==> src/rtl/serial_addsub.sv <==
// Multi-cycle WIDTH-bit adder/subtractor: one CHUNK-bit slice per clock with a registered
// carry/borrow, start/busy/done handshake, and carry, overflow and zero flags.
module serial_addsub #(
    parameter int WIDTH = 16,
    parameter int CHUNK = 4
) (
    input  logic             clk,
    input  logic             rst,
    input  logic             start,
    input  logic             mode,
    input  logic [WIDTH-1:0] a,
    input  logic [WIDTH-1:0] b,
    input  logic             ci,
    output logic             busy,
    output logic             done,
    output logic [WIDTH-1:0] s,
    output logic             co,
    output logic             ovf,
    output logic             zero
);

    localparam int NCHUNK = WIDTH / CHUNK;
    localparam int IDX_W  = (NCHUNK > 1) ? $clog2(NCHUNK) : 1;
    localparam logic [IDX_W-1:0] LAST_IDX = IDX_W'(NCHUNK - 1);

    typedef enum logic {
        S_IDLE = 1'b0,
        S_RUN  = 1'b1
    } state_t;

    state_t           r_state;
    state_t           w_state_nxt;
    logic [WIDTH-1:0] r_a;
    logic [WIDTH-1:0] r_b;
    logic [WIDTH-1:0] r_acc;
    logic             r_mode;
    logic             r_cy;
    logic [IDX_W-1:0] r_idx;
    logic [WIDTH-1:0] r_s;
    logic             r_co;
    logic             r_ovf;
    logic             r_zero;
    logic             r_done;

    logic             w_load;
    logic             w_step;
    logic             w_last;
    logic [CHUNK-1:0] w_a_sl;
    logic [CHUNK-1:0] w_b_sl;
    logic [CHUNK-1:0] w_d;
    logic             w_cy_nxt;
    logic [WIDTH-1:0] w_res;
    logic             w_ovf;

    // Bit CHUNK is the carry for add, and the sign (i.e. borrow) for subtract.
    function automatic logic [CHUNK:0] slice_op(input logic add, input logic [CHUNK-1:0] x,
                                                input logic [CHUNK-1:0] y, input logic c);
        logic [CHUNK:0] r;
        if (add) r = {1'b0, x} + {1'b0, y} + {{CHUNK{1'b0}}, c};
        else     r = {1'b0, x} - {1'b0, y} - {{CHUNK{1'b0}}, c};
        return r;
    endfunction

    function automatic logic ovf_of(input logic add, input logic am, input logic bm,
                                    input logic sm);
        return add ? ((am == bm) && (sm != am)) : ((am != bm) && (sm != am));
    endfunction

    always_comb begin
        w_state_nxt = r_state;
        w_load      = 1'b0;
        w_step      = 1'b0;
        w_last      = 1'b0;
        case (r_state)
            S_IDLE: begin
                if (start) begin
                    w_load      = 1'b1;
                    w_state_nxt = S_RUN;
                end
            end
            S_RUN: begin
                w_step = 1'b1;
                if (r_idx == LAST_IDX) begin
                    w_last      = 1'b1;
                    w_state_nxt = S_IDLE;
                end
            end
            default: w_state_nxt = S_IDLE;
        endcase
    end

    // Current slice merged into the accumulator, so the last edge can publish it whole.
    always_comb begin
        w_a_sl             = r_a[r_idx*CHUNK +: CHUNK];
        w_b_sl             = r_b[r_idx*CHUNK +: CHUNK];
        {w_cy_nxt, w_d}    = slice_op(r_mode, w_a_sl, w_b_sl, r_cy);
        w_res              = r_acc;
        w_res[r_idx*CHUNK +: CHUNK] = w_d;
        w_ovf              = ovf_of(r_mode, r_a[WIDTH-1], r_b[WIDTH-1], w_res[WIDTH-1]);
    end

    always_ff @(posedge clk or posedge rst) begin
        if (rst) begin
            r_state <= S_IDLE;
            r_idx   <= '0;
            r_cy    <= 1'b0;
            r_done  <= 1'b0;
            r_s     <= '0;
            r_co    <= 1'b0;
            r_ovf   <= 1'b0;
            r_zero  <= 1'b0;
        end else begin
            r_state <= w_state_nxt;
            r_done  <= w_last;
            if (w_load) begin
                r_cy  <= ci;
                r_idx <= '0;
            end else if (w_step) begin
                r_cy  <= w_cy_nxt;
                r_idx <= w_last ? '0 : r_idx + 1'b1;
            end
            if (w_last) begin
                r_s    <= w_res;
                r_co   <= w_cy_nxt;
                r_ovf  <= w_ovf;
                r_zero <= (w_res == '0);
            end
        end
    end

    // Operand and accumulator storage needs no reset: only read while in RUN.
    always_ff @(posedge clk) begin
        if (w_load) begin
            r_a    <= a;
            r_b    <= b;
            r_mode <= mode;
        end
        if (w_step) r_acc <= w_res;
    end

    assign busy = (r_state == S_RUN);
    assign done = r_done;
    assign s    = r_s;
    assign co   = r_co;
    assign ovf  = r_ovf;
    assign zero = r_zero;

endmodule
==> config.mk <==
export PLATFORM = sky130hd
export DESIGN_NAME = serial_addsub
export DESIGN_NICKNAME = d
export VERILOG_FILES = /design/src/rtl/serial_addsub.sv
export SDC_FILE = /design/constraint.sdc
export NUM_CORES = 1
export LEC_CHECK = 0
export ABC_AREA = 1
export CAP_MARGIN = 15
export CELL_PAD_IN_SITES_DETAIL_PLACEMENT = 2
export CELL_PAD_IN_SITES_GLOBAL_PLACEMENT = 2
export CORE_ASPECT_RATIO = 1.75
export CORE_MARGIN = 1.5
export CORE_UTILIZATION = 30
export DETAILED_ROUTE_END_ITERATION = 10
export PLACE_DENSITY_LB_ADDON = 0.2
export SKIP_CTS_REPAIR_TIMING = 1
export SYNTH_ARGS = -nofsm -noshare
export SYNTH_HDL_FRONTEND = slang
export SYNTH_SLANG_ARGS = --single-unit
==> constraint.sdc <==
create_clock -name clk -period 3.4 [get_ports clk]
set_input_delay 0.68 -clock clk [delete_from_list [all_inputs] [get_ports clk]]
set_output_delay 0.68 -clock clk [all_outputs]
set_load 0.01 [all_outputs]
==> results of run 1 <==
## sequential cells by signal (all words and copies together) (netlist names)
register,count
r_a,16
r_acc,16
r_b,16
s,16
r_idx,2
busy,1
co,1
done,1
ovf,1
r_cy,1
r_mode,1
zero,1
## Yosys cell counts, drive strengths merged
cell,count,area [um2]
edfxtp,49,1471
nand3,18,122.6
o22ai,3,18.77
nand4,6,37.54
fa,4,80.08
a21oi,9,52.55
inv,44,165.2
o2111ai,1,8.760
nor2,34,135.1
buf,5,42.53
xor2,1,8.760
clkbuf,5,18.77
o211ai,2,15.01
dfrtp,24,600.6
nand2,86,342.8
a32oi,5,43.79
o21ai,22,113.9
or2,2,12.51
a31oi,6,37.54
clkinv,1,3.750
ha,12,150.1
## power breakdown
part           leakage [uW]  switching (uW)  internal (uW)
clock              0.000136             350            509
sequential         0.000777             121           1290
combinational       0.00103            1530            924
## critical path, delay by kind of cell, from the launching register on
kind                       cells  cell delay (ns)
DFF                            1             0.38
and+or+nand+nor                4             0.76
buffers and inverters          5             0.68
adders and majority gates      2             0.61
AOI/OAI and AO/OA              4             0.61
## cell type report
| type | count | share of cell area [%] |
|---|---|---|
| sequential | 73 | 45.56 |
| multi-input combinational | 211 | 26.46 |
| timing repair buffer | 70 | 14.69 |
| clock buffer | 12 | 5.420 |
| inverter | 45 | 3.796 |
| tap | 132 | 3.631 |
| clock inverter | 4 | 0.4402 |
## routing by layer
| metal | global-route usage, % | share of wire (%) | routed length [um] |
|---|---|---|---|
| met5 | 0 | 0 | 0 |
| met4 | 7.742 | 2.7 | 248 |
| met3 | 2.609 | 2.4 | 219 |
| met2 | 32.80 | 60 | 5617 |
| met1 | 16.30 | 35 | 3228 |
## cell families after synthesis
logic type / Yosys count
and+or+nand+nor: 146
xor gates and xnor gates: 1
adders and majority gates: 16
buffers and inverters: 55
AOI/OAI and AO/OA: 48
DFF: 73
## how the worst max path moves through the flow
stage | startpoint | end | slack [ns] | cells past startpoint
4_1_cts | r_idx[1] | zero | 0.18 | 19
3_3_place_gp | r_idx[1] | zero | 0.25 | 19
2_1_floorplan | r_idx[0] | zero | 0.17 | 24
5_1_grt | r_idx[0] | r_cy | 0.02 | 15
6_report | r_idx[0] | r_cy | 0.28 | 15
3_5_place_dp | r_idx[1] | zero | 0.19 | 19
## stage by stage
stage | power, uW | area (um2) | utilization (%) | cells | worst slack (ns)
4_1_cts | 4794 | 4523 | 40.27 | 547 | 0.1761
3_5_place_dp | 3905 | 4257 | 37.90 | 531 | 0.1860
2_1_floorplan | 2968 | 3482 | - | 339 | 0.1726
6_report | 4719 | 4548 | 40.50 | 547 | 0.2843
5_1_grt | 5137 | 4548 | 40.50 | 547 | 0.01941
3_3_place_gp | 3791 | 4257 | 37.90 | 531 | 0.2492
## placed cells by master (no fill, tap or decap), types with 2 or more instances in the layout
| master | count |
|---|---|
| a32oi_2 | 2 |
| dfrtp_1 | 24 |
| ha_1 | 12 |
| clkbuf_1 | 2 |
| or2_2 | 2 |
| nand2_2 | 5 |
| nand3_1 | 13 |
| edfxtp_1 | 49 |
| clkinv_2 | 4 |
| nor2_2 | 4 |
| o21ai_1 | 3 |
| a31oi_1 | 6 |
| nand2_1 | 80 |
| o22ai_1 | 2 |
| fa_1 | 4 |
| clkbuf_16 | 9 |
| inv_2 | 5 |
| nor2_1 | 30 |
| a32oi_1 | 3 |
| o211ai_1 | 2 |
| a21oi_2 | 2 |
| a21oi_1 | 7 |
| inv_1 | 38 |
| nand4_1 | 6 |
| o21ai_0 | 18 |
| buf_4 | 13 |
| clkdlybuf4s50_1 | 57 |
| nand3_2 | 4 |
==> flow_metrics.py, run 1 <==
metrics = {
    "outcome": {
        "outcome": "completed",
    },
    "detailed_routing": {
        "drt_wl_total_mm": 9.314,
        "dr.pass1.iters": 4,
        "drc_errors": 0,
        "vias": 2604,
        "ant_nets": 0,
        "drt_iter0_drc": 119,
        "routedWlPerCell_um": 17.03,
        "vias_per_cell": 4.761,
    },
    "synth": {
        "synth_top_family_by_area": "simple AND/OR/NAND/NOR gates",
        "ys.warnings.count": 0,
        "synth_fp_nets": 392,
        "netlist_area_um2": 3482,
        "synth_compound_area_share_pct": 8.336,
        "ys_seq_area_share_pct": 59.50,
        "synthSimpleGateAreaFrac_pct": 18.68,
        "synth_seq_cells": 73,
        "synth.avg_cell_area_um2": 10.27,
        "yosys-mux-area-fraction_pct": 0,
        "synthAdderAreaFrac_pct": 6.612,
        "yosysUniqueCellTypes": 32,
        "synth-xor-area-share_pct": 0.2515,
        "syn_inst": 339,
    },
    "timing": {
        "slew_headroom_pct": 33.62,
        "slew_viol_final": 0,
        "timing.hold.ws_ns": 0.4807,
        "max_freq_mhz": 321.0,
        "finalCritPeriodShare_pct": 91.64,
        "min_period_ns": 3.116,
        "setup_viol_count_final": 0,
        "rsz0062_at_grt": "no",
        "tightest_slew_ns": 0.9946,
        "final_hold_viol_count": 0,
        "tns_ns": 0,
        "skew_ns": 0.007162,
    },
    "floorplanning": {
        "die_area_um2": 12290,
        "row_count": 51,
        "initial_core_util_pct": 31.00,
        "die_h_um": 145.5,
        "core_area_um2": 11230,
        "die_w_um": 84.44,
        "pin_count": 58,
    },
    "cells_and_area": {
        "syn_to_final_growth_pct": 30.61,
        "drive_gt1_share_pct": 13.49,
        "multi_input_area_um2": 1204,
        "seq_area_um2": 2072,
        "nets": 463,
        "n_antenna_cell": 0,
        "fillerInstances": 1210,
    },
    "pwr": {
        "irDropWorstVdd_mv": 0.3557,
        "power.density_nw_per_um2": 1037,
        "p_leak_uw": 0.001942,
    },
    "worst_setup_path": {
        "startpoint_type": "register",
        "worst_path_largest_cell_delay_ns": 0.38,
        "r2r_end": "r_cy",
        "path_cells": "buf_4 -> buf_4 -> a21oi_1 -> a32oi_1 -> inv_1 -> ha_1 -> inv_1 -> ha_1 -> inv_1 -> a21oi_1 -> or2_2 -> or2_2 -> a32oi_1 -> nand2_1 -> nand3_1",
        "crit_fanout": 16,
        "crit_top_cell": "inv_1",
        "worstPathArrival_ns": 3.39,
        "worstPathRequired_ns": 3.67,
        "reg2reg_slack_ns": 0.28,
        "reg2reg_from": "r_idx[0]",
        "reg2reg_depth": 15,
        "critPathKind": "reg -> reg",
        "crit_path_end_kind": "register",
        "crit_slowest_cell": "dfrtp_1",
    },
    "worst_hold_path": {
        "holdPathStages": 2,
        "whs_endpoint": "s[4]",
        "min-delay-start": "s[4]",
        "worst_hold_path_type": "reg -> reg",
    },
    "global_route": {
        "grt_pass1_wl_mm": 15.43,
        "antenna_found_initial": 0,
        "grt_max_degree": 35,
        "grt_usage_pct": 16.60,
        "grt_overflow_total": 0,
        "grt_pass1_vias": 2997,
    },
    "job": {
        "drv_cap": 0,
    },
    "clocking": {
        "cts_tree": "built",
        "h-tree-depth": 3,
        "clk_latency_ns": 0.34,
        "clock_sinks": 73,
        "cts_buffers": 9,
        "cts_buffer_depth": 2,
        "root_buffer": "clkbuf_16",
        "clk_pin_slew_ns": 0.06,
    },
    "place": {
        "port_buffers": 57,
        "gp_congestion": 0.8595,
        "dp_hpwl_mm": 7.305,
    },
}
No activity file was read; power rests on OpenSTA's default activity.
==> run 2: changes to the inputs <==
- CORE_UTILIZATION: 30 -> 36
- DONT_BUFFER_PORTS: default -> 1
==> run 2 against run 1 <==
First-iteration DRC count decreased by 11%. Sequential power increased by 5%. Setup slack got worse by 0.078 ns. Wire length decreased by 3.0%. Power decreased by 3.2%. Maximum frequency decreased by 2.4%. Sequential share of layout area increased by 6.5 points. Die area decreased by 16%. Critical endpoint unchanged. Largest power group unchanged. Highest routed layer unchanged.
==> flow_metrics.py, run 2 (synthesis results as in run 1) <==
metrics = {
    "cells_and_area": {
        "final_cell_mix": "nand2_1 (80), edfxtp_1 (49), inv_1 (38), nor2_1 (29), dfrtp_1 (23)",
        "mostFrequentLayoutCell": "nand2_1",
        "final_cells": 479,
        "nets": 405,
        "syn_to_final_growth_pct": 14.34,
        "n_antenna_cell": 0,
        "drive_gt1_share_pct": 16.81,
    },
    "global_route": {
        "grt_pass1_vias": 2803,
        "grt_usage_pct": 19.05,
        "grt_overflow_total": 0,
        "antenna_found_initial": 0,
        "grt_max_degree": 35,
        "grt_pass1_wl_mm": 14.49,
    },
    "clocking": {
        "clk_latency_ns": 0.34,
        "clk_pin_slew_ns": 0.05,
        "h-tree-depth": 3,
        "cts_buffer_depth": 2,
        "cts_tree": "built",
        "root_buffer": "clkbuf_16",
        "clock_sinks": 73,
        "cts_buffers": 9,
    },
    "worst_setup_path": {
        "reg2reg_slack_ns": 0.21,
        "startpoint_type": "register",
        "crit_fanout": 13,
        "reg2reg_depth": 15,
        "worstPathArrival_ns": 3.47,
        "reg2reg_from": "r_idx[0]",
        "crit_path_end_kind": "register",
        "r2r_end": "r_cy",
        "critPathKind": "reg -> reg",
        "worstPathRequired_ns": 3.67,
    },
    "worst_hold_path": {
        "whs_endpoint": "r_b[15]",
        "worst_hold_path_type": "in -> reg",
        "min-delay-start": "b[15]",
        "holdPathStages": 0,
    },
    "pwr": {
        "p_leak_uw": 0.001724,
        "power_uw": 4565,
        "power.density_nw_per_um2": 1147,
        "irDropWorstVdd_mv": 0.4958,
    },
    "timing": {
        "slew_headroom_pct": 32.98,
        "finalCritPeriodShare_pct": 93.94,
        "skew_ns": 0.007832,
        "tightest_slew_ns": 1.004,
        "timing.hold.ws_ns": 0.4317,
        "slew_viol_final": 0,
        "rsz0062_at_grt": "no",
        "final_hold_viol_count": 0,
        "min_period_ns": 3.194,
        "setup_ws_ns": 0.2060,
        "setup_viol_count_final": 0,
        "max_freq_mhz": 313.1,
    },
    "detailed_routing": {
        "ant_nets": 0,
        "drt_iter0_drc": 106,
        "vias_per_cell": 5.042,
        "drt_wl_total_mm": 9.032,
        "routedWlPerCell_um": 18.86,
        "drc_errors": 0,
        "vias": 2415,
        "dr.pass1.iters": 4,
    },
    "place": {
        "dp_hpwl_mm": 6.856,
        "port_buffers": 0,
        "gp_congestion": 0.8322,
        "place_ws_ns": -0.05166,
        "dp_cells": 463,
    },
    "floorplanning": {
        "pin_count": 58,
        "die_h_um": 133.1,
        "core_area_um2": 9409,
        "die_area_um2": 10290,
        "row_count": 47,
        "die_w_um": 77.35,
        "initial_core_util_pct": 37.01,
    },
    "outcome": {
        "outcome": "completed",
    },
    "job": {
        "drv_cap": 0,
    },
}
[run 2: routing by layer]
metal / part of all wire [%] / track usage (%) / wire length, um
met5: 0 / 0 / 0
met4: 2.4 / 8.384 / 214
met3: 2.4 / 4.178 / 220
met2: 60 / 37.38 / 5394
met1: 35 / 18.38 / 3203
[run 2: how the worst max path moves through the flow]
| stage | start | to | slack [ns] |
|---|---|---|---|
| floorplan | r_idx[0] | zero | 0.17 |
| global placement | r_idx[0] | r_cy | 0.008 |
| detailed placement | r_idx[0] | r_cy | -0.05 |
| CTS | r_idx[0] | r_cy | -0.18 |
| global route | r_idx[0] | r_cy | 0.009 |
| finish | r_idx[0] | r_cy | 0.21 |
[run 2: cell type report]
| class | instances | area, um2 |
|---|---|---|
| multi-input combinational | 211 | 1224 |
| tap | 122 | 152.6 |
| fill | 990 | 5428 |
| sequential | 73 | 2073 |
| inverter | 45 | 171.4 |
| clock buffer | 12 | 246.5 |
| clock inverter | 4 | 20.02 |
| timing repair buffer | 12 | 93.84 |
[run 2: where the power goes]
part / switching [uW] / internal (uW)
clock: 347 / 508
sequential: 191 / 1290
combinational: 1490 / 736
total: 2030 / 2540
[run 2: worst max-delay path, stage by stage, from the launching register on]
cell	delay, ns
dfrtp_2	0.48
inv_4	0.15
buf_6	0.20
nand2_1	0.09
a32oi_2	0.24
inv_1	0.10
ha_1	0.31
inv_1	0.07
ha_1	0.32
inv_1	0.08
a21oi_1	0.04
or2_2	0.29
or2_2	0.29
a32oi_2	0.22
nand2_1	0.15
nand3_1	0.09
[run 2: through the flow]
stage / util (%) / instance area (um2) / TNS, ns
floorplan: - / 3482 / 0
global placement: 38.96 / 3666 / 0
detailed placement: 38.96 / 3666 / -0.05166
CTS: 41.80 / 3933 / -0.2041
global route: 42.31 / 3981 / 0
finish: 42.31 / 3981 / 0
==> run 3: changes to the inputs <==
- SLEW_MARGIN: default -> 5
==> results of run 3 <==
No change in the layout: final DEF, timing and power equal those of run 2.
